<file path="src/rtl/seg_display_driver.sv">
// Four-digit seven-segment driver: binary value -> BCD via serial double-dabble,
// committed atomically to a display register and scanned out on registered an/seg.
module seg_display_driver #(
  parameter int BLANK_LEADING = 1
) (
  input  logic        clk,
  input  logic        reset,
  input  logic [1:0]  digit_sel,
  input  logic [13:0] value,
  input  logic        value_load,
  output logic        busy,
  output logic        overflow,
  output logic [3:0]  an,
  output logic [6:0]  seg
);

  typedef enum logic [1:0] {IDLE = 2'd0, CONV = 2'd1, COMMIT = 2'd2} state_t;

  state_t      state_q, state_d;
  logic [13:0] shift_q, shift_d;
  logic [15:0] bcd_q, bcd_d;
  logic [3:0]  cnt_q, cnt_d;
  logic        ovf_cap_q, ovf_cap_d;
  logic [15:0] disp_q, disp_d;
  logic        overflow_q, overflow_d;
  logic        busy_q, busy_d;
  logic [3:0]  an_q, an_d;
  logic [6:0]  seg_q, seg_d;
  logic        load_s, step_s, commit_s;
  logic [3:0]  nib_s;
  logic        lead_zero_s;

  function automatic logic [3:0] add3(input logic [3:0] n);
    return (n >= 4'd5) ? (n + 4'd3) : n;
  endfunction

  function automatic logic [15:0] dabble_step(input logic [15:0] b, input logic in_bit);
    logic [15:0] adj;
    adj = {add3(b[15:12]), add3(b[11:8]), add3(b[7:4]), add3(b[3:0])};
    return (adj << 1) | {15'd0, in_bit};
  endfunction

  function automatic logic [6:0] seg_enc(input logic [3:0] d);
    case (d)
      4'd0:    return 7'b1000000;
      4'd1:    return 7'b1111001;
      4'd2:    return 7'b0100100;
      4'd3:    return 7'b0110000;
      4'd4:    return 7'b0011001;
      4'd5:    return 7'b0010010;
      4'd6:    return 7'b0000010;
      4'd7:    return 7'b1111000;
      4'd8:    return 7'b0000000;
      4'd9:    return 7'b0010000;
      default: return 7'b1111111;
    endcase
  endfunction

  function automatic logic [3:0] anode_map(input logic [1:0] s);
    case (s)
      2'd0:    return 4'b0111;
      2'd1:    return 4'b1011;
      2'd2:    return 4'b1101;
      2'd3:    return 4'b1110;
      default: return 4'b1111;
    endcase
  endfunction

  // FSM state register
  always_ff @(posedge clk or posedge reset) begin
    if (reset) state_q <= IDLE;
    else       state_q <= state_d;
  end

  // FSM next state: load only accepted in IDLE, 14 conversion cycles
  always_comb begin
    state_d = state_q;
    case (state_q)
      IDLE:    if (value_load) state_d = CONV; else state_d = IDLE;
      CONV:    if (cnt_q == 4'd13) state_d = COMMIT; else state_d = CONV;
      COMMIT:  state_d = IDLE;
      default: state_d = IDLE;
    endcase
  end

  // FSM outputs: datapath strobes and the next busy value
  always_comb begin
    load_s   = 1'b0;
    step_s   = 1'b0;
    commit_s = 1'b0;
    busy_d   = (state_d != IDLE);
    case (state_q)
      IDLE:    load_s   = value_load;
      CONV:    step_s   = 1'b1;
      COMMIT:  commit_s = 1'b1;
      default: load_s   = 1'b0;
    endcase
  end

  // Conversion datapath; the display register only moves on commit
  always_comb begin
    shift_d    = shift_q;
    bcd_d      = bcd_q;
    cnt_d      = cnt_q;
    ovf_cap_d  = ovf_cap_q;
    disp_d     = disp_q;
    overflow_d = overflow_q;
    if (load_s) begin
      shift_d   = value;
      bcd_d     = 16'd0;
      cnt_d     = 4'd0;
      ovf_cap_d = (value > 14'd9999);
    end else if (step_s) begin
      bcd_d   = dabble_step(bcd_q, shift_q[13]);
      shift_d = {shift_q[12:0], 1'b0};
      cnt_d   = cnt_q + 4'd1;
    end else if (commit_s) begin
      disp_d     = bcd_q;
      overflow_d = ovf_cap_q;
    end else begin
      cnt_d = cnt_q;
    end
  end

  // Digit selection and leading-zero detection for the scan output
  always_comb begin
    nib_s       = 4'd0;
    lead_zero_s = 1'b0;
    case (digit_sel)
      2'd0:    begin nib_s = disp_q[15:12]; lead_zero_s = (disp_q[15:12] == 4'd0); end
      2'd1:    begin nib_s = disp_q[11:8];  lead_zero_s = (disp_q[15:8]  == 8'd0); end
      2'd2:    begin nib_s = disp_q[7:4];   lead_zero_s = (disp_q[15:4]  == 12'd0); end
      2'd3:    begin nib_s = disp_q[3:0];   lead_zero_s = 1'b0; end
      default: begin nib_s = 4'd0;          lead_zero_s = 1'b0; end
    endcase
  end

  // Next anode/cathode pattern: dashes on overflow, optional leading blanking
  always_comb begin
    an_d  = anode_map(digit_sel);
    seg_d = seg_enc(nib_s);
    if (overflow_q) begin
      seg_d = 7'b0111111;
    end else if ((BLANK_LEADING != 0) && lead_zero_s) begin
      an_d  = 4'b1111;
      seg_d = 7'b1111111;
    end else begin
      seg_d = seg_enc(nib_s);
    end
  end

  // Datapath and output registers
  always_ff @(posedge clk or posedge reset) begin
    if (reset) begin
      shift_q    <= 14'd0;
      bcd_q      <= 16'd0;
      cnt_q      <= 4'd0;
      ovf_cap_q  <= 1'b0;
      disp_q     <= 16'd0;
      overflow_q <= 1'b0;
      busy_q     <= 1'b0;
      an_q       <= 4'b1111;
      seg_q      <= 7'b1111111;
    end else begin
      shift_q    <= shift_d;
      bcd_q      <= bcd_d;
      cnt_q      <= cnt_d;
      ovf_cap_q  <= ovf_cap_d;
      disp_q     <= disp_d;
      overflow_q <= overflow_d;
      busy_q     <= busy_d;
      an_q       <= an_d;
      seg_q      <= seg_d;
    end
  end

  assign busy     = busy_q;
  assign overflow = overflow_q;
  assign an       = an_q;
  assign seg      = seg_q;

endmodule

</file>
<file path="config.mk">
export PLATFORM = sky130hd
export DESIGN_NAME = seg_display_driver
export DESIGN_NICKNAME = d
export VERILOG_FILES = /design/src/rtl/seg_display_driver.sv
export SDC_FILE = /design/constraint.sdc
export NUM_CORES = 1
export LEC_CHECK = 0
export BUFFER_PORTS_ARGS = -buffer_cell sky130_fd_sc_hd__buf_2
export CAP_MARGIN = 20
export CORE_MARGIN = 1
export CORE_UTILIZATION = 53
export CTS_CLUSTER_SIZE = 20
export DETAILED_ROUTE_END_ITERATION = 6
export GPL_ROUTABILITY_DRIVEN = 0
export PLACE_DENSITY_LB_ADDON = 0.2
export SYNTH_ARGS = -nofsm -noshare
export SYNTH_HDL_FRONTEND = slang
export SYNTH_SLANG_ARGS = --single-unit
</file>
<file path="constraint.sdc">
create_clock -name clk -period 2.5 [get_ports clk]
set_input_delay 0 -clock clk [delete_from_list [all_inputs] [get_ports clk]]
set_output_delay 0 -clock clk [all_outputs]
set_load 0.02 [all_outputs]
</file>
Word-level counts from Yosys, hierarchy flattened. Memories as Yosys holds them, arrays and structs flattened. Cells that the tools add are included.

Memories: 1. Word-level logic and storage cells: 61. Input bits: 19. ROM bits: 112. Output and inout port bits: 13. Flip-flop bits (word level): 66.

Reductions and logical operators: 8. Multiplexer cells: 23. Bitwise operators: 3. $lt $le $gt $ge: 5. $add $sub $neg: 5. Equality and inequality tests: 6.

Memories: (name not given) (depth 16, bits a word 7, read ports 1, clocked after memory_dff 0, write ports 0, line 44) `case (d)`.

Operators by type and width (count): 16-bit two-way mux (2); 4-bit case mux with 4 select lines (2); 14-bit two-way mux (2); 4-bit two-way mux (7); 4-bit by 3-bit >= comparator with 1-bit output, second input constant (4); 16-bit by 1-bit OR with 16-bit output (1); 14-bit > comparator, second input constant (1); 7-bit two-way mux (2); 4-bit by 2-bit adder with 4-bit output, second input constant (3); 12-bit logical NOT (1); 8-bit logical NOT (1); 2-bit == test, second input constant (3); 4-bit by 1-bit adder with 4-bit output, second input constant (1); 2-bit by 1-bit == test with 1-bit output, second input constant (2); 4-bit == test, second input constant (1); 2-bit logical NOT (2); 4-bit logical NOT (1); 1-bit two-way mux (4); 1-bit case mux with 4 select lines (1); 2-bit case mux with 2 select lines (1); 2-bit nonzero test (2); 3-bit by 2-bit adder with 3-bit output, second input constant (1); 3-bit two-way mux (1); 3-bit AND reduction (1); 2 further kinds (3).

Logic depth before layout (Yosys ltp).
Depth in word-level cells: 5. Mapped depth: 8. Depth with buffers taken out: 7.

Least setup slack after synthesis. No wires, ideal clock.

Kind: flip-flop to flip-flop. Start: register disp_q[8]. End: register seg_q[4], in the netlist seg[4]. Setup time: 0.095 ns. Clock period less this slack: 1.758 ns. Stages on the path, launching flop included: 8. Required time: 2.405 ns. Setup slack: 0.742 ns. Arrival time: 1.663 ns. Path buffers: 0. Cells stage by stage: dfrtp_1 mux4_1 inv_1 ha_1 inv_1 mux2_2 o2bb2ai_1 nand3_1.

Cells in the longest elaborated chain, start to end: 4. Elaborated cells between the ends (all ways): 7. Those cells by class: mux: 4; reduce/logical: 2; memory: 1.

RTL lines: from (decl) (line 24) `logic [15:0] disp_q, disp_d;`; from (signal assigned) (line 169) `disp_q <= disp_d;`; 4-bit case mux with 4 select lines (tied with other cells) (line 129) `case (digit_sel)`; memory read 16 x 7 bit / 1-bit case mux with 4 select lines (equally long branches); 7-bit two-way mux (*) (line 144) `end else if ((BLANK_LEADING != 0) && lead_zero_s) begin`; 7-bit two-way mux (*) (line 142) `if (overflow_q) begin`; via seg_d[4] (line 28) `logic [6:0] seg_q, seg_d;`; to (signal assigned) (line 173) `seg_q <= seg_d;`; to (decl) (line 28).

Mark *: on every way through the listed nets, which the timed path passes. The rest lies on a longest branch. A chain may end at the register's enable or synchronous reset.

Final worst setup path.
Start: register state_q[0]. End: register ovf_cap_q.

Cells in the longest elaborated chain, start to end: 2.

RTL lines: from (decl) (line 19) `state_t state_q, state_d;`; from (signal assigned) (line 72) `else state_q <= state_d;`; 2-bit logical NOT (line 92) `case (state_q)`; 1-bit two-way mux (line 92); to (signal assigned) (line 168) `ovf_cap_q <= ovf_cap_d;`; to (decl) (line 23) `logic ovf_cap_q, ovf_cap_d;`.

Every way passes these cells.

==> results.txt <==
* Run status: finished, violations left
* Violated checks: DRC
- Compared with the post-synthesis result, the final layout area differs by 17.0%.
* Gate Count Post-Synth: 294
- At the end of the flow the core is filled with cells to 64.3%.
- Hold violation count in the final report: 0
- Post-synthesis area per instance: 11.0 sq um
* EDFF count, synth: 0
* Category of cells accounting for the largest share of critical-path delay: buffers and inverters
- Clk Latency, worst-skew pair: 330 ps
- Static timing analysis puts the maximum clock frequency at 495 MHz.
- Worst-Margin Slew: 809 ps
* Category of the worst setup path capture point: register
- For this design the ratio of total power to cell area is 1150 nW/um^2.
- Summed over all cells, the static leakage comes to 0.00172 uW.
- Number of placement rows: 28
- Data required time at the worst endpoint: 2740 ps
* Most common flop cell mapped by yosys: dfrtp_1
* Ordered cell list for the critical path: buf_4 > nor2b_1 > buf_4 > nor2b_1 > o311ai_0 > dlygate4sd3_1 > o21ai_0
* Number of clock sinks: 66
- Post-CTS setup buffers: 0
* Clk root buf: clkbuf_8
- Max-cap violations in this run came to 0.
- The critical path contains buffers and inverters numbering 3 combined.
* Synth Register Bits: 66
- Global routing used 21.4% of the available tracks.
- In this run, post-CTS repair resized a total of 0 instances.
* Number of DRC markers in iteration 0: 114
- Clock tree from TritonCTS: built
- The repair_antennas step left the layout with diodes totalling 0.
- Of the available clock period, the critical path in the final layout requires 80.7%.
* Total of endpoints with negative setup slack in the final report: 0
- At the placement stage, the worst setup path has a slack of 623 ps.
- Entering global routing, the biggest net connects 67 pins.
* Final TNS setup: 0 ps
- In this run the remaining antenna-violating nets after routing total 0.
- Per-cell routed wire length: 14.3 um
* Number of detailed-routing iterations run before antenna repair: 6
* Arrival time at the worst endpoint: 2260 ps
- Share of async-settable or async-resettable flops after synthesis: 100%
- In this run the tool buffered the top-level ports with 31 buffer cells.
* RSZ-0062 raised after global routing: no
- Worst-path cell with the longest stage delay: dlygate4sd3_1
- Final global-route overflow total: 0
* CP max FO: 19
- The tightest min-delay check is of the in -> reg type.
* Deepest level of the CTS H-tree: 3
- The first global-routing pass estimated 10400 um of wire.
- The floorplan step set the die width to 80.1 um.
* Area of the core region: 5890 sq um
- Proportion of synthesized chip area in sequential cells: 51.5%
- On the worst path, the slowest cell contributes a delay of 570 ps.
- Vias in the first global route: 2282
- Overall die area: 6420 sq um
- Number of buffers inserted by hold repair at cts: 16
- In this run the tightest slew margin relative to its limit is 46.1%.
- Worst vdd ir: 819 uV
* Height of the chip: 80.1 um
- Startpoint types: register
- Synth cell types: 43
- For this run, design rule violations remaining after detail routing come to 1.
* Netlist area before placement: 3230 sq um
- In this run the deepest clock path goes through 2 buffers.
* Critical path start-end classification: reg -> reg
- Clock slew at the register clock pins of the worst setup and hold paths: 70 ps
- Worst setup slack after layout: 481 ps
- Count of pins over their slew limit: 0
* Syn. warnings: 0
- For this design the top-level I/O count stands at 32.
- On the final layout, the worst clock skew is 8.33 ps.
- Nets in the synthesized netlist: 328
- DPL Wire Length: 4020 um
- Fraction of final layout cells sized beyond drive strength 1: 26.2%
* Total number of vias: 2356
* Aggregate routed wire length: 6030 um
- Initial cell density of the core: 54.9%
- Minimum clock period after layout: 2020 ps
- After detailed routing, the number of vias per cell comes to 5.58.
* Layout Nets: 377
- TritonCTS created 9 clock buffers.
- Summing internal, switching and leakage power gives 4370 uW.
* Antenna violations before repair: 0
-- synthesized netlist by cell type (2+ instances only) --
cell type	instances	share of area (%)
mux4_2	2	1.4
nor3_1	6	0.93
a22oi_1	13	3.0
and2_2	2	0.46
mux2_2	22	7.7
nor2b_1	4	0.77
clkbuf_1	9	1.0
dfrtp_1	55	43
nand2b_1	5	0.97
xnor2_1	4	1.1
o22ai_1	9	1.7
inv_1	19	2.2
nor3b_1	2	0.46
nand3_1	8	1.2
a21oi_1	8	1.2
buf_6	2	0.70
ha_1	15	5.8
a22o_1	3	0.81
buf_2	3	0.46
dfstp_2	11	8.9
nand2_1	25	2.9
o311ai_0	2	0.54
nor4_1	2	0.39
nor2_1	7	0.81
mux4_1	2	1.6
o21ai_0	35	5.4
or4_1	2	0.46
mux2i_1	2	0.62
-- cells by family after synthesis --
family,Yosys count,share of synthesized area [%]
buffers and inverters,36,5.07
AOI/OAI and AO/OA,78,14.7
DFF,66,51.5
xor gates and xnor gates,5,1.35
muxes,28,11.3
adders and majority gates,15,5.80
and+or+nand+nor,66,10.2
-- tightest hold or removal path: stages --
cell	delay, ps
buf_2	80
a22oi_1	50
o21ai_0	150
-- through the flow --
step | instance area (sq um) | hold slack [ps] | std cells
after global routing | 3780 | 55.2 | 422
final | 3780 | 14.6 | 422
after detailed placement | 3450 | 233 | 391
after CTS | 3780 | 5.16 | 422
after global placement | 3450 | 234 | 391
after floorplan | 3230 | 133 | 294
-- flip-flops by register name, summed over array words and instances (netlist names) --
register / flops
seg: 7
disp_q: 16
an: 4
state_q: 2
ovf_cap_q: 1
overflow: 1
cnt_q: 4
bcd_q: 16
shift_q: 14
busy: 1
-- power breakdown --
| group | switching (uW) | internal, uW |
|---|---|---|
| registers | 264 | 1530 |
| clock network | 372 | 438 |
| logic | 973 | 791 |
-- cells in the final DEF (no fill, tap or decap), types with 2 or more instances in the layout --
cell type / synthesis / routed
a21oi_1: 8 / 8
a22o_1: 3 / 3
a22oi_1: 13 / 13
and2_2: 2 / 2
buf_2: 3 / 31
buf_4: 0 / 7
clkbuf_1: 9 / 3
clkbuf_8: 1 / 12
dfrtp_1: 55 / 55
dfstp_2: 11 / 11
dlygate4sd3_1: 0 / 16
ha_1: 15 / 15
inv_1: 19 / 18
mux2_2: 22 / 22
mux2i_1: 2 / 2
mux4_1: 2 / 2
mux4_2: 2 / 2
nand2_1: 25 / 25
nand2b_1: 5 / 5
nand3_1: 8 / 8
nor2_1: 7 / 7
nor2b_1: 4 / 4
nor3_1: 6 / 6
nor3b_1: 2 / 2
nor4_1: 2 / 2
o21ai_0: 35 / 35
o22ai_1: 9 / 9
o311ai_0: 2 / 2
or4_1: 2 / 2
xnor2_1: 4 / 4
-- path summary, 6_finish.rpt --
kind / endpoint / slack (ps) / cells past startpoint / start
worst min-delay path: shift_q[6] / 10 / 3 / value[6]
worst min register to register: shift_q[8] / 490 / 2 / shift_q[8]
min in group asynchronous: disp_q[11] / 450 / 4 / reset
worst max register to register: ovf_cap_q / 480 / 7 / state_q[0]
worst max-delay path: ovf_cap_q / 480 / 7 / state_q[0]
max in group asynchronous: shift_q[10] / 1510 / 4 / reset
-- per-layer routing --
metal  track usage [%]  part of all wire (%)  vias up
li1                  -                     -     1138
met1              27.7                    46     1167
met2              35.8                    50       43
met3              3.41                   2.8        8
met4              8.57                   1.5        0
met5                 0                     0        -
-- final cells by class --
class	count	area [sq um]
Tap cell	75	93.8
Multi-Input combinational cell	192	1400
Timing Repair Buffer	54	368
Inverter	20	75.1
Clock buffer	15	176
Sequential cell	66	1670
Fill cell	480	2100
No activity file was read; power rests on OpenSTA's default activity.
